<file path="src/rtl/jt1943_dwnld.sv">
`default_nettype none
//==============================================================================
// Module      : jt1943_dwnld
// Description : ROM download router. Turns each ioctl byte into a masked
//               16-bit SDRAM write (graphics region word-swizzled) or a
//               one-hot on-chip PROM write strobe, runs the SDRAM write
//               handshake, flags overruns and signals end of download.
//               Optional macro JT1943_DWNLD_CHKSUM_EN adds a 16-bit
//               running checksum of accepted bytes.
// Revision    : 1.0 - initial release
//==============================================================================
module jt1943_dwnld #(
    parameter logic [21:0] SND_START  = 22'h1_8000,
    parameter logic [21:0] GFX_START  = 22'h2_0000,
    parameter logic [21:0] PROM_START = 22'h3_8000,
    parameter int          PROM_N     = 8
) (
    input  logic              clk_rom,
    input  logic              rst,
    input  logic              downloading,
    input  logic [21:0]       ioctl_addr,
    input  logic [7:0]        ioctl_data,
    input  logic              ioctl_wr,
    input  logic              sdram_ack,
    output logic [21:0]       prog_addr,
    output logic [7:0]        prog_data,
    output logic [1:0]        prog_mask,
    output logic              prog_we,
    output logic [PROM_N-1:0] prom_we,
    output logic [7:0]        prom_addr,
    output logic              dwnld_done,
    output logic              overrun,
    output logic [15:0]       chksum
);

    // Region bases expressed as word / page indices (bases are aligned)
    localparam logic [20:0] c_snd_word  = SND_START[21:1];
    localparam logic [20:0] c_gfx_word  = GFX_START[21:1];
    localparam logic [13:0] c_prom_page = PROM_START[21:8];
    localparam logic [13:0] c_prom_n    = 14'(PROM_N);

    typedef enum logic [0:0] {
        S_IDLE = 1'b0,
        S_REQ  = 1'b1
    } state_t;

    state_t             r_state;
    logic               r_dl_q;
    logic               r_done_pend;

    logic               w_in_prom;
    logic               w_in_gfx;
    logic               w_in_snd;
    logic [20:0]        w_lin_base;
    logic [20:0]        w_lin_word;
    logic [20:0]        w_gfx_off;
    logic [20:0]        w_gfx_swz;
    logic [20:0]        w_gfx_word;
    logic [20:0]        w_word;
    logic [1:0]         w_mask;
    logic [13:0]        w_page;
    logic               w_page_ok;
    logic [PROM_N-1:0]  w_prom_hot;
    logic               w_wr;
    logic               w_accept;
    logic               w_rise;
    logic               w_fall;

    // Region decode, address remapping and byte-lane mask
    always_comb begin
        w_in_prom  = (ioctl_addr >= PROM_START);
        w_in_gfx   = (ioctl_addr >= GFX_START) && !w_in_prom;
        w_in_snd   = (ioctl_addr >= SND_START) && (ioctl_addr < GFX_START);
        // Main and sound CPU ROMs share the same linear word mapping
        w_lin_base = w_in_snd ? c_snd_word : 21'd0;
        w_lin_word = w_lin_base + (ioctl_addr[21:1] - w_lin_base);
        // Graphics: move word-offset bit 4 down to the LSB
        w_gfx_off  = ioctl_addr[21:1] - c_gfx_word;
        w_gfx_swz  = {w_gfx_off[20:5], w_gfx_off[3:0], w_gfx_off[4]};
        w_gfx_word = c_gfx_word + w_gfx_swz;
        w_word     = w_in_gfx ? w_gfx_word : w_lin_word;
        // Even byte lands in the low lane; mask bit set = lane untouched
        w_mask     = ioctl_addr[0] ? 2'b01 : 2'b10;
        w_page     = ioctl_addr[21:8] - c_prom_page;
        w_page_ok  = (w_page < c_prom_n);
        w_prom_hot = PROM_N'(1) << w_page;
        w_wr       = ioctl_wr & downloading;
        w_accept   = (r_state == S_IDLE) && w_wr && (!w_in_prom || w_page_ok);
        w_rise     = downloading & ~r_dl_q;
        w_fall     = ~downloading & r_dl_q;
    end

    // Write sequencer: routes bytes, holds SDRAM request until ack
    always_ff @(posedge clk_rom) begin
        if (rst) begin
            r_state     <= S_IDLE;
            r_dl_q      <= 1'b0;
            r_done_pend <= 1'b0;
            prog_addr   <= 22'd0;
            prog_data   <= 8'd0;
            prog_mask   <= 2'b11;
            prog_we     <= 1'b0;
            prom_we     <= '0;
            prom_addr   <= 8'd0;
            dwnld_done  <= 1'b0;
            overrun     <= 1'b0;
        end else begin
            r_dl_q     <= downloading;
            prom_we    <= '0;
            dwnld_done <= 1'b0;
            if (w_rise) begin
                overrun <= 1'b0;
            end
            case (r_state)
                S_IDLE: begin
                    if (w_fall) begin
                        dwnld_done <= 1'b1;
                    end
                    if (w_accept) begin
                        if (w_in_prom) begin
                            prom_we   <= w_prom_hot;
                            prom_addr <= ioctl_addr[7:0];
                        end else begin
                            prog_addr <= {1'b0, w_word};
                            prog_data <= ioctl_data;
                            prog_mask <= w_mask;
                            prog_we   <= 1'b1;
                            r_state   <= S_REQ;
                        end
                    end
                end
                S_REQ: begin
                    // A byte arriving now cannot be stored; the request in flight is kept
                    if (w_wr) begin
                        overrun <= 1'b1;
                    end
                    if (w_fall) begin
                        r_done_pend <= 1'b1;
                    end
                    if (sdram_ack) begin
                        prog_we <= 1'b0;
                        r_state <= S_IDLE;
                        if (w_fall || r_done_pend) begin
                            dwnld_done  <= 1'b1;
                            r_done_pend <= 1'b0;
                        end
                    end
                end
                default: r_state <= S_IDLE;
            endcase
        end
    end

`ifdef JT1943_DWNLD_CHKSUM_EN
    logic [15:0] r_chksum;

    // Wrap-around sum of accepted bytes, restarted by each new download
    always_ff @(posedge clk_rom) begin
        if (rst) begin
            r_chksum <= 16'd0;
        end else if (w_rise) begin
            r_chksum <= w_accept ? {8'd0, ioctl_data} : 16'd0;
        end else if (w_accept) begin
            r_chksum <= r_chksum + {8'd0, ioctl_data};
        end
    end

    assign chksum = r_chksum;
`else
    assign chksum = 16'd0;
`endif

endmodule
`default_nettype wire

</file>
<file path="config.mk">
export PLATFORM = sky130hd
export DESIGN_NAME = jt1943_dwnld
export DESIGN_NICKNAME = d
export VERILOG_FILES = /design/src/rtl/jt1943_dwnld.sv
export SDC_FILE = /design/constraint.sdc
export NUM_CORES = 1
export LEC_CHECK = 0
export CORE_ASPECT_RATIO = 0.8
export CORE_UTILIZATION = 50
export DETAILED_ROUTE_END_ITERATION = 16
export PLACE_DENSITY = 0.82
export SLEW_MARGIN = 20
export SYNTH_ARGS = -nofsm -noshare
export SYNTH_HDL_FRONTEND = slang
export SYNTH_SLANG_ARGS = --single-unit
export TNS_END_PERCENT = 50
</file>
<file path="constraint.sdc">
create_clock -name clk_rom -period 7.25 [get_ports clk_rom]
set_input_delay 1.0875 -clock clk_rom [delete_from_list [all_inputs] [get_ports clk_rom]]
set_output_delay 1.0875 -clock clk_rom [all_outputs]
set_load 0.1 [all_outputs]
</file>
==> results of run 1 <==
final cells by class:
type | instances | area, µm²
Multi-Input combinational cell | 367 | 2460
Inverter | 33 | 124
Sequential cell | 53 | 1060
Tap cell | 87 | 109
Clock inverter | 3 | 26.3
Fill cell | 585 | 2350
Clock buffer | 5 | 68.8
Timing Repair Buffer | 87 | 863
power groups by stage:
stage / logic, mW / clock network (mW) / registers [mW]
6_report: 0.262 / 0.174 / 0.301
5_1_grt: 0.278 / 0.191 / 0.302
4_1_cts: 0.258 / 0.181 / 0.301
2_1_floorplan: 0.155 / 0 / 0.349
3_5_place_dp: 0.256 / 0 / 0.307
3_3_place_gp: 0.253 / 0 / 0.307
cell usage after synthesis, types with 4 or more instances:
cell,number
nor2_1,59
dfxtp_1,53
ha_1,43
nand2_1,40
a21oi_1,37
inv_1,33
xnor2_1,19
buf_4,17
o21ai_0,13
clkbuf_1,11
mux2i_1,10
nand3_1,10
nor3_1,10
a211oi_1,9
nor2b_1,8
o31ai_1,6
nand2b_1,5
nand4_1,5
nor4_1,5
o211ai_1,5
or3_1,5
a211o_1,4
and2_1,4
o21bai_1,4
xor2_1,4
flip-flops by register name (all words and copies together) (netlist names):
signal	flops
r_dl_q	1
prom_we	8
r_done_pend	1
prog_we	1
overrun	1
prog_mask	2
r_state	1
prom_addr	8
dwnld_done	1
prog_addr	21
prog_data	8
cells by family (layout without fill, tap and decap cells):
group	count (synthesis)	count (layout)	synth area share [%]
AO/OA/AOI/OAI	102	102	18.3
XOR/XNOR	23	23	5.36
adder cells (fa/ha/maj)	43	43	14.3
buffers and inverters	64	128	8.29
flip-flops	53	53	28.2
multiplexers	10	10	2.66
other	1	17	0.0997
AND/OR/NAND/NOR	172	172	22.8
metal layers:
layer	vias to the layer above	track usage (%)
li1	1755	-
met1	1689	38.4
met2	163	42.9
met3	7	4.38
met4	0	4.18
met5	-	0
critical path, delay by kind of cell:
family	cells	cell delay (ns)
buffers and inverters	3	1.15
AO/OA/AOI/OAI	3	0.96
AND/OR/NAND/NOR	4	0.80
adder cells (fa/ha/maj)	1	0.27
worst paths after layout:
| path | start | to | depth (start not counted) |
|---|---|---|---|
| max | ioctl_addr[19] | prog_addr[4] | 11 |
| min | prog_data[6] | prog_data[6] | 2 |
| max reg2reg | r_state | prog_addr[18] | 5 |
| min reg2reg | prog_data[6] | prog_data[6] | 2 |
==> reports/results.tsv, run 1 <==
metric	value	unit
status	complete, no violations	
Post-synth EDFFs	0	
Synth Cell Area	3760	µm²
Internal Power	0.449	mW
ant diodes	0	
Post-Route WL	10300	µm
H-tree Lvls	2	
Seq pwr share	40.8	%
Distinct cells, synth	58	
final hold slack	0.460	ns
Layout area overhead	25.2	%
asr flop ratio synth	0	%
setup_tns	0	ns
Post-CTS Setup Bufs	0	
total power	0.737	mW
Placement Rows	27	
layout cells sized above 1	4.20	%
clk slew on worst S/H paths	0.10	ns
DR vias	3614	
Clock Root Buffer	clkbuf_8	
vias in the first global route	3331	
flops & latches, synth	53	
Hold Path Class	register to register	
Critical-path top delay cell	a21boi_0	
Routed WL per cell	16.3	µm
pin count of the biggest net entering global routing	48	
# hold bufs at CTS	0	
Required @ worst endpoint	7.44	ns
Hold Vio Cnt, Final	0	
share of the synthesized area in the top cell type	28.2	%
Layout Nets	625	
Initial DRT Pass Iterations	7	
Die W	99.0	µm
Rel. slew slack	28.1	%
routed wl met2	4530	µm
critical path type	primary input to register	
cell taking the most area after synthesis	dfxtp_1	
max-cap violation count	0	
Initial Util	53.3	%
Syn Area/Cell	8.03	µm²
Area after DPL	4610	µm²
Final Skew	0.00684	ns
maximum clock frequency	0.244	GHz
Arr. time, crit path	4.28	ns
Combinational Power Share	35.5	%
met3 wire len	797	µm
pwr dens	157	nW/µm²
antenna violations before repair	0	
CTS sink cnt	53	
CP max FO	25	
Gate Count Post-Synth	468	
first-pass GRT wire length	16600	µm
kind of start point of the critical path	primary input	
Overall Global Routing Usage	26.8	%
fin crit share	56.5	%
GPL Wtd Cong	0.965	
Clk network pwr share	23.7	%
Post-CTS Resized	0	
GR Overflow Total	0	
dpl ws	2.92	ns
drt via density	5.69	
worst-path cell chain	clkdlybuf4s50_1, inv_1, ha_1, nand3_1, a21boi_0, nor3_1, nand2_1, buf_4, a211oi_1, a21oi_1, nor2_1	
critical path endpoint category	register	
commonest non-fill, non-tap cell in the layout	clkdlybuf4s50_1	
Setup WS post-layout	3.15	ns
P_sw	0.288	mW
count of pins over their slew limit	0	
WL met1	4950	µm
actual slew at the worst max-slew pin	1.08	ns
crit path time final	4.10	ns
dpl hpwl	7980	µm
DRC	0	
I/O Pins	102	
total die area	7870	µm²
commonest non-fill, non-tap cells in the layout	84 x clkdlybuf4s50_1, 59 x nor2_1, 53 x dfxtp_1, 43 x ha_1, 40 x nand2_1	
RSZ-0062 raised after global routing	no	
Final Util	66.7	%
Highest Signal Layer	met4	
Final Cell Area	4710	µm²
Max Root-Sink Buffers	2	
cts bufs inserted	5	
Starting DRT DRC Count	307	
port buffer count	84	
reg2reg setup slack	5.36	ns
top_reg_cell synth	dfxtp_1	
Core Area	7060	µm²
Synth area leaders	dfxtp_1 28%, ha_1 14%, nor2_1 5.9%, a21oi_1 4.9%, xnor2_1 4.4%	
Post-DRT Antenna Nets	0	
CTS tree	done	
Worst-Skew Late Latency	0.31	ns
Worst VDD drop	103	µV
Placed Instances	627	
register area share after synthesis	28.2	%
Ys Warns	0	
max incr delay on CP	0.70	ns
fin cells	635	
final setup vio count	0	
Die Y	79.6	µm
Sw Share	39.1	%
Lkg Pwr	1.85	nW
No activity file was read; power rests on OpenSTA's default activity.
==> inputs of run 2 (changes only) <==
--- a/config.mk
+++ b/config.mk
@@ -6,9 +6,9 @@
 export NUM_CORES = 1
 export LEC_CHECK = 0
 export CORE_ASPECT_RATIO = 0.8
-export CORE_UTILIZATION = 50
+export CORE_UTILIZATION = 49
 export DETAILED_ROUTE_END_ITERATION = 16
-export PLACE_DENSITY = 0.82
+export PLACE_DENSITY = 0.81
 export SLEW_MARGIN = 20
 export SYNTH_ARGS = -nofsm -noshare
 export SYNTH_HDL_FRONTEND = slang
==> constraint.sdc (replaced) <==
create_clock -name clk_rom -period 3.9 [get_ports clk_rom]
set_input_delay 0.585 -clock clk_rom [delete_from_list [all_inputs] [get_ports clk_rom]]
set_output_delay 0.585 -clock clk_rom [all_outputs]
set_load 0.1 [all_outputs]
==> reports/results.tsv, run 2 (same netlist as run 1, synthesis figures left out) <==
metric	value	unit
Largest register FFs	21	
first-pass GRT wire length	16300	µm
total power	1.37	mW
vias in the first global route	3279	
drt via density	5.50	
Seq pwr share	40.7	%
Final Skew	0.0105	ns
Die W	99.9	µm
dpl hpwl	8150	µm
ant diodes	0	
Core Area	7430	µm²
Overall Global Routing Usage	25.8	%
Worst R2R End	prog_addr[20]	
kind of start point of the critical path	primary input	
DRC	0	
dpl ws	0.163	ns
Worst-Skew Late Latency	0.31	ns
pin count of the biggest net entering global routing	37	
Internal Power	0.837	mW
Starting DRT DRC Count	273	
port buffer count	84	
# hold bufs at CTS	0	
reg2reg setup slack	1.95	ns
I/O Pins	102	
maximum clock frequency	0.286	GHz
Critical-path top delay cell	clkdlybuf4s50_1	
Rel. slew slack	32.3	%
Routed WL per cell	15.5	µm
count of pins over their slew limit	0	
Layout area overhead	27.0	%
CP max FO	5	
layout cells sized above 1	5.23	%
CTS sink cnt	53	
clk slew on worst S/H paths	0.10	ns
CTS tree	done	
Area after DPL	4680	µm²
total die area	8030	µm²
Hold Path Class	register to register	
critical path type	primary input to register	
actual slew at the worst max-slew pin	1.01	ns
Setup WS post-layout	0.404	ns
Die Y	80.4	µm
CP startpoint	ioctl_addr[8]	
Post-CTS Setup Bufs	0	
Worst VDD drop	144	µV
Levels on crit path	10	
final hold slack	0.469	ns
Largest Register	prog_addr	
CP endpoint	prog_addr[20]	
DR vias	3624	
critical path endpoint category	register	
Hold Vio Cnt, Final	0	
CP delay by family, top	simple AND/OR/NAND/NOR gates	
pwr dens	287	nW/µm²
Max Root-Sink Buffers	2	
final setup vio count	0	
antenna violations before repair	0	
RSZ-0062 raised after global routing	no	
max incr delay on CP	0.63	ns
Arr. time, crit path	3.75	ns
cts bufs inserted	5	
status	complete, no violations	
Post-Route WL	10200	µm
GPL Wtd Cong	0.899	
Post-DRT Antenna Nets	0	
Placement Rows	28	
Combinational Power Share	35.6	%
H-tree Lvls	2	
Initial Util	50.6	%
GR Overflow Total	0	
FF-to-FF Start	r_state	
Initial DRT Pass Iterations	5	
Sw Share	39.0	%
worst-path cell chain	clkdlybuf4s50_1, inv_1, ha_1, nor2b_1, or4_1, o211ai_1, nand4b_1, a211o_1, or4b_1, nand3_1	
max-cap violation count	0	
Lkg Pwr	1.88	nW
Required @ worst endpoint	4.15	ns
CP bufs+invs	2	
Final Cell Area	4780	µm²
commonest non-fill, non-tap cells in the layout	84 x clkdlybuf4s50_1, 59 x nor2_1, 53 x dfxtp_1, 43 x ha_1, 40 x nand2_1	
Post-CTS Resized	0	
reg2reg path depth	6	
P_sw	0.535	mW
setup_tns	0	ns
Layout Nets	631	
Clk network pwr share	23.7	%
Clock Root Buffer	clkbuf_8	
crit path time final	3.50	ns
fin crit share	89.7	%
commonest non-fill, non-tap cell in the layout	clkdlybuf4s50_1	
[run 2: cell count changes in the layout (fill, tap and decap cells not counted), sizes merged]
cell / previous run / this run
buf: 3 / 9
[run 2: layout make-up]
type | count | area (µm²)
Sequential cell | 53 | 1060
Tap cell | 105 | 131
Fill cell | 649 | 2650
Clock inverter | 3 | 26.3
Timing Repair Buffer | 93 | 908
Clock buffer | 5 | 68.8
Inverter | 33 | 124
Multi-Input combinational cell | 367 | 2460
[run 2: power by group through the flow]
stage               Combinational [mW]  Sequential [mW]  Clock (mW)
global route                     0.521            0.561       0.359
CTS                              0.482            0.559       0.335
finish                           0.488            0.559       0.325
global placement                 0.475            0.571           0
detailed placement               0.480            0.572           0
floorplan                        0.288            0.650           0
[run 2: how the worst min path moves through the flow]
stage	from	end	cells after the start
global route	prog_data[7]	prog_data[7]	2
floorplan	r_done_pend	r_done_pend	2
detailed placement	prog_addr[12]	prog_addr[12]	2
finish	prog_addr[3]	prog_addr[3]	2
CTS	prog_data[1]	prog_data[1]	2
global placement	prog_addr[3]	prog_addr[3]	2
[run 2: through the flow]
step,cells,util (%)
CTS,659,64.3
floorplan,484,-
finish,659,64.3
detailed placement,651,63.0
global placement,651,63.0
global route,659,64.3
[run 2: worst reg2reg max path: stages, from the launching register on]
cell	delay, ns
dfxtp_1	0.38
nor2_1	0.27
nor4b_4	0.39
nor2_1	0.08
nor2_1	0.21
or4b_1	0.46
nand3_1	0.10
[run 2: per-layer routing]
layer	GRT usage [%]	share of wire, %
met5	0	0
met4	4.56	0.85
met3	4.96	7.5
met2	40.6	44
met1	36.8	48
